--- src/rtl/clock_pkg.sv ---
// Shared constants and helpers for the digital clock's time-set path.
package clock_pkg;

   typedef enum logic [1:0] {
      ST_RUN     = 2'b00,
      ST_SET_HR  = 2'b01,
      ST_SET_MIN = 2'b10
   } set_state_t;

   localparam int unsigned VAL_W               = 8;
   localparam int unsigned HR_LIMIT            = 24;
   localparam int unsigned MIN_LIMIT           = 60;
   localparam int unsigned DEBOUNCE_CYCLES_DEF = 16;

   // BCD digit pair to binary; out-of-range values collapse to zero
   function automatic logic [VAL_W-1:0] bcd_capture(input logic [3:0] tens,
                                                    input logic [3:0] units,
                                                    input int unsigned limit);
      logic [VAL_W-1:0] v;
      v = VAL_W'(tens) * VAL_W'(10) + VAL_W'(units);
      return (v >= VAL_W'(limit)) ? '0 : v;
   endfunction

   function automatic logic [VAL_W-1:0] wrap_inc(input logic [VAL_W-1:0] v,
                                                 input int unsigned limit);
      return (v == VAL_W'(limit - 1)) ? '0 : v + VAL_W'(1);
   endfunction

endpackage

--- src/rtl/btn_debounce.sv ---
// Push-button conditioner: 2-FF synchronizer, stability counter and
// one-cycle pulse on the accepted rising edge.
module btn_debounce
   import clock_pkg::*;
#(
   parameter int unsigned DEBOUNCE_CYCLES = DEBOUNCE_CYCLES_DEF
) (
   input  logic clk,
   input  logic rst,
   input  logic btn,
   output logic level,
   output logic press
);

   localparam int unsigned CNT_W = (DEBOUNCE_CYCLES > 1) ? $clog2(DEBOUNCE_CYCLES) : 1;

   logic             sync1;
   logic             sync2;
   logic [CNT_W-1:0] cnt;

   // cnt tracks consecutive synchronized samples that disagree with level
   always_ff @(posedge clk or posedge rst) begin
      if (rst) begin
         sync1 <= 1'b0;
         sync2 <= 1'b0;
         cnt   <= '0;
         level <= 1'b0;
         press <= 1'b0;
      end else begin
         sync1 <= btn;
         sync2 <= sync1;
         press <= 1'b0;
         if (sync2 == level) begin
            cnt <= '0;
         end else if (cnt == CNT_W'(DEBOUNCE_CYCLES - 1)) begin
            cnt   <= '0;
            level <= sync2;
            press <= sync2;
         end else begin
            cnt <= cnt + CNT_W'(1);
         end
      end
   end

endmodule

--- src/rtl/time_set_ctrl.sv ---
// Mode/time-set controller feeding the seconds/minutes/hours counter chain.
// Optional INC auto-repeat is built when AUTOREPEAT_EN is defined.
module time_set_ctrl
   import clock_pkg::*;
#(
   parameter int unsigned DEBOUNCE_CYCLES = DEBOUNCE_CYCLES_DEF
`ifdef AUTOREPEAT_EN
   ,
   parameter int unsigned REPEAT_DELAY    = 1000,
   parameter int unsigned REPEAT_PERIOD   = 250
`endif
) (
   input  logic             clk,
   input  logic             rst,
   input  logic             btn_mode,
   input  logic             btn_inc,
   input  logic             tick_1hz,
   input  logic [VAL_W-1:0] sec_carry,
   input  logic [VAL_W-1:0] min_carry,
   input  logic [3:0]       min_t,
   input  logic [3:0]       min_u,
   input  logic [3:0]       hr_t,
   input  logic [3:0]       hr_u,
   output logic             sec_en,
   output logic [VAL_W-1:0] min_in,
   output logic             min_sel,
   output logic [VAL_W-1:0] hr_in,
   output logic             hr_sel,
   output logic [1:0]       set_state
);

   set_state_t       state;
   logic [VAL_W-1:0] hr_reg;
   logic [VAL_W-1:0] min_reg;
   logic             mode_press;
   logic             mode_level;
   logic             inc_press;
   logic             inc_level;
   logic             inc_step;
   logic             unused_levels;

   btn_debounce #(.DEBOUNCE_CYCLES(DEBOUNCE_CYCLES)) u_db_mode (
      .clk   (clk),
      .rst   (rst),
      .btn   (btn_mode),
      .level (mode_level),
      .press (mode_press)
   );

   btn_debounce #(.DEBOUNCE_CYCLES(DEBOUNCE_CYCLES)) u_db_inc (
      .clk   (clk),
      .rst   (rst),
      .btn   (btn_inc),
      .level (inc_level),
      .press (inc_press)
   );

`ifdef AUTOREPEAT_EN
   localparam int unsigned REP_W = $clog2(REPEAT_DELAY + 1);

   logic [REP_W-1:0] rep_cnt;
   logic             rep_qual;
   logic             rep_fire;

   // Held-INC timer: first fire at REPEAT_DELAY, then reload so the gap is REPEAT_PERIOD
   assign rep_qual = (state != ST_RUN) && inc_level && !mode_press;
   assign rep_fire = rep_qual && (rep_cnt == REP_W'(REPEAT_DELAY));

   always_ff @(posedge clk or posedge rst) begin
      if (rst) begin
         rep_cnt <= '0;
      end else if (!rep_qual) begin
         rep_cnt <= '0;
      end else if (rep_fire) begin
         rep_cnt <= REP_W'(REPEAT_DELAY - REPEAT_PERIOD + 1);
      end else begin
         rep_cnt <= rep_cnt + REP_W'(1);
      end
   end

   assign inc_step      = inc_press | rep_fire;
   assign unused_levels = mode_level;
`else
   assign inc_step      = inc_press;
   assign unused_levels = mode_level ^ inc_level;
`endif

   // Mode sequencing and value editing; MODE wins over a same-cycle INC
   always_ff @(posedge clk or posedge rst) begin
      if (rst) begin
         state   <= ST_RUN;
         hr_reg  <= '0;
         min_reg <= '0;
      end else if (mode_press) begin
         case (state)
            ST_RUN: begin
               hr_reg  <= bcd_capture(hr_t, hr_u, HR_LIMIT);
               min_reg <= bcd_capture(min_t, min_u, MIN_LIMIT);
               state   <= ST_SET_HR;
            end
            ST_SET_HR: state <= ST_SET_MIN;
            default:   state <= ST_RUN;
         endcase
      end else if (inc_step) begin
         case (state)
            ST_SET_HR:  hr_reg  <= wrap_inc(hr_reg, HR_LIMIT);
            ST_SET_MIN: min_reg <= wrap_inc(min_reg, MIN_LIMIT);
            default: ;
         endcase
      end
   end

   assign set_state = state;

   // Counter-chain drive: carry chaining in RUN, continuous reload while setting
   always_comb begin
      sec_en  = 1'b0;
      min_sel = 1'b1;
      min_in  = sec_carry;
      hr_sel  = 1'b1;
      hr_in   = min_carry;
      if (state == ST_RUN) begin
         sec_en = tick_1hz & ~mode_press;
      end else begin
         min_sel = 1'b0;
         min_in  = min_reg;
         hr_sel  = 1'b0;
         hr_in   = hr_reg;
      end
   end

endmodule

--- config.mk ---
export PLATFORM = sky130hd
export DESIGN_NAME = time_set_ctrl
export DESIGN_NICKNAME = d
export VERILOG_FILES = /design/src/rtl/clock_pkg.sv /design/src/rtl/btn_debounce.sv /design/src/rtl/time_set_ctrl.sv
export SDC_FILE = /design/constraint.sdc
export NUM_CORES = 1
export LEC_CHECK = 0
export ABC_AREA = 1
export CAP_MARGIN = 40
export CORE_MARGIN = 3
export CORE_UTILIZATION = 51
export CTS_BUF_LIST = sky130_fd_sc_hd__clkbuf_8 sky130_fd_sc_hd__clkbuf_16
export DETAILED_ROUTE_END_ITERATION = 8
export HOLD_SLACK_MARGIN = 0.02
export PLACE_DENSITY = 0.81
export SLEW_MARGIN = 0
export SYNTH_ARGS = -nofsm -noshare
export SYNTH_HDL_FRONTEND = slang
export SYNTH_SLANG_ARGS = --single-unit
--- constraint.sdc ---
create_clock -name clk -period 1.6 [get_ports clk]
set_clock_uncertainty 0.15 [all_clocks]
set_input_delay 0.24 -clock clk [delete_from_list [all_inputs] [get_ports clk]]
set_output_delay 0.24 -clock clk [all_outputs]
set_load 0.01 [all_outputs]
==> qor.yml <==
final_layout:
  nNetsFinal: 563
  fin_area_sq_um: 4230
  fill_cells: 269
  diodes: 0
  synthToLayoutAreaGrowth_pct: 58.9
  layout.cells.non_filler: 572
  drive_gt1_share_pct: 38.8
clock_network:
  clock_latency_ps: 300
  cts_tree: "built"
  cts_buffers: 5
  htreeDepth: 2
  path_clk_slew_ps: 80
  cts_buffer_depth: 2
  cts_hold_buf: 0
  cts.sinks: 34
  root_buffer: "clkbuf_8"
global_route:
  track_usage_pct: 25.9
  grt_max_degree: 35
  grt_pass1_wl_mm: 12.8
  antenna_found_initial: 0
  grt_overflow_total: 0
  grt_pass1_vias: 2943
die:
  num_rows: 25
  initial_utilization_pct: 54.6
  die_width_microns: 78.3
  design.portCount: 58
  core-area_sq_um: 4880
  die_h_microns: 78.3
  dieArea_sq_um: 6130
setup_path:
  r2r_start: "set_state[0]"
  cp-start-kind: "input port"
  path_max_fanout: 5
  cp-end-kind: "flip-flop"
  arrival_ps: 2140
  path_class: "in2reg"
  critical_path_required_ps: 1680
  setup.worst_path.start: "min_t[1]"
worst_hold_path:
  min_path_type: "in2async"
routing:
  dr_total_vias: 3216
  vias_per_cell: 5.62
  drc: 0
  wl_per_cell_microns: 17.1
  ant_nets: 0
  drt-total-wl_mm: 9.80
  dr.pass1.iters: 5
  first_iter_violations: 362
place:
  io_buffers: 57
  gp_congestion: 0.831
  hpwl_mm: 5.15
  postPlaceCellArea_sq_um: 3700
  place_inst: 540
logic_synthesis:
  synth_top_area_share_pct: 31.9
  synth_seq_cells: 34
  yosysWarnings: 0
  yosys.area.top_type: "dfrtp_1"
  synth-edff-count: 0
  async_flop_share_pct: 100
  synth_flop_cell: "dfrtp_1"
  seq_area_frac_synth_pct: 31.9
  synth_cells: 384
  netlist_area_sq_um: 2660
  synthTopCellsByArea: "dfrtp_1 (32%), nand2_1 (16%), ha_1 (8.5%)"
  synth_cell_types: 30
  synth.avg_cell_area_sq_um: 6.94
  syn_nets: 443
outcome:
  violations: "setup timing"
  run_status: "finished with violations"
sta:
  worst_pin_slew_ps: 482
  hold_viol_final: 0
  slew_violations: 0
  period_needed_ps: 2060
  worst_slack_ps: -460
  slew_headroom_pct: 67.5
  finalSetupViolCount: 37
  fin_crit_sh_pct: 129
  rsz0062_at_grt: "true"
  fmax_mhz: 486
power_and_ir_drop:
  vdd_drop_max_uv: 470
  leakagePower_nw: 2.15
  powerDensity_nw_per_um2: 546
flow_run:
  maxCapViolations: 0
-- where the power goes --
| part | internal, W | switching, W | total, W |
|---|---|---|---|
| Sequential | 0.000876 | 0.0000115 | 0.000887 |
| Combinational | 0.000343 | 0.000389 | 0.000732 |
| Clock | 0.000341 | 0.000352 | 0.000693 |
| Total | 0.00156 | 0.000752 | 0.00231 |
-- cells in the final DEF, fill, tap and decap left out, drive strengths merged, types with 5 or more instances in the layout --
cell	n
a21oi	16
buf	89
clkbuf	7
clkdlybuf4s50	26
dfrtp	34
ha	18
inv	55
nand2	118
nand3	33
nand4	5
nor2	47
o21ai	31
xor2	5
-- worst max-delay path: stages --
cell and delay [ps]:
buf_8 100, ha_4 230, ha_4 160, fa_2 600
nand2_2 80, nor2_4 110, nand2_2 70, nand2_2 60
nand2_2 60, nand2_4 120, nand4_1 120, a21oi_1 180
-- layout make-up --
cell class	count	area [sq um]	share of cell area (%)
Inverter	54	220	5.20
Clock buffer	6	82.6	1.95
Timing Repair Buffer	119	1060	25.0
Clock inverter	2	8.76	0.207
Sequential cell	34	851	20.1
Tap cell	67	83.8	1.98
Multi-Input combinational cell	290	1930	45.6
-- through the flow --
step / utilization, % / hold slack (ps) / setup slack [ps] / total power [W] / TNS (ps)
CTS: 81.5 / 147 / -471 / 0.00219 / -8240
finish: 86.7 / 137 / -460 / 0.00231 / -12580
detailed placement: 75.8 / 185 / -1180 / 0.00152 / -16230
global placement: 75.8 / 182 / -1110 / 0.00149 / -15120
global route: 86.7 / 145 / -577 / 0.00242 / -14350
floorplan: - / 121 / -523 / 0.00125 / -5230
-- path summary, 6_finish.rpt --
check / slack (ps) / cells after the start / end
max: -460 / 12 / min_reg[1]
min: 140 / 3 / set_state[0]
max reg2reg: -460 / 11 / min_reg[3]
min reg2reg: 200 / 0 / u_db_mode.sync2
max in group asynchronous: 980 / 3 / hr_reg[0]
min in group clk: 200 / 0 / u_db_mode.sync2
-- timing repair --
| action | in CTS | in global routing |
|---|---|---|
| setup buffers | 17 | 10 |
| endpoints found under the setup margin | 36 | 33 |
| pin swaps | 38 | 26 |
| gates resized for setup | 180 | 67 |
-- cells by family after synthesis --
kind of cell / after synthesis / synth area share (%)
xor+xnor: 9 / 2.96
buf+inv: 60 / 8.88
compound gates: 48 / 10.2
simple gates: 211 / 34.5
flops: 34 / 31.9
fa+ha+maj: 22 / 11.5
-- cell usage after synthesis, types with 2 or more instances --
cell type and number:
o21ai_0 24, xor2_1 5, nand2_1 112, nand4_1 5, o21ai_1 6, nand2_2 4
clkbuf_1 3, nor2_4 3, nand2_4 2, a21oi_1 11, inv_2 2, dfrtp_1 34
nor2_1 44, inv_1 51, xnor2_1 4, a21oi_2 5, nand3_1 33, ha_1 18
or2_2 3, fa_1 4, buf_4 2
-- per-layer routing --
layer	GRT usage, %	routed length (microns)
met1	30.7	3470
met2	46.1	4980
met3	6.31	806
met4	8.22	540
met5	0	0
(Power assumes the default switching activity.)
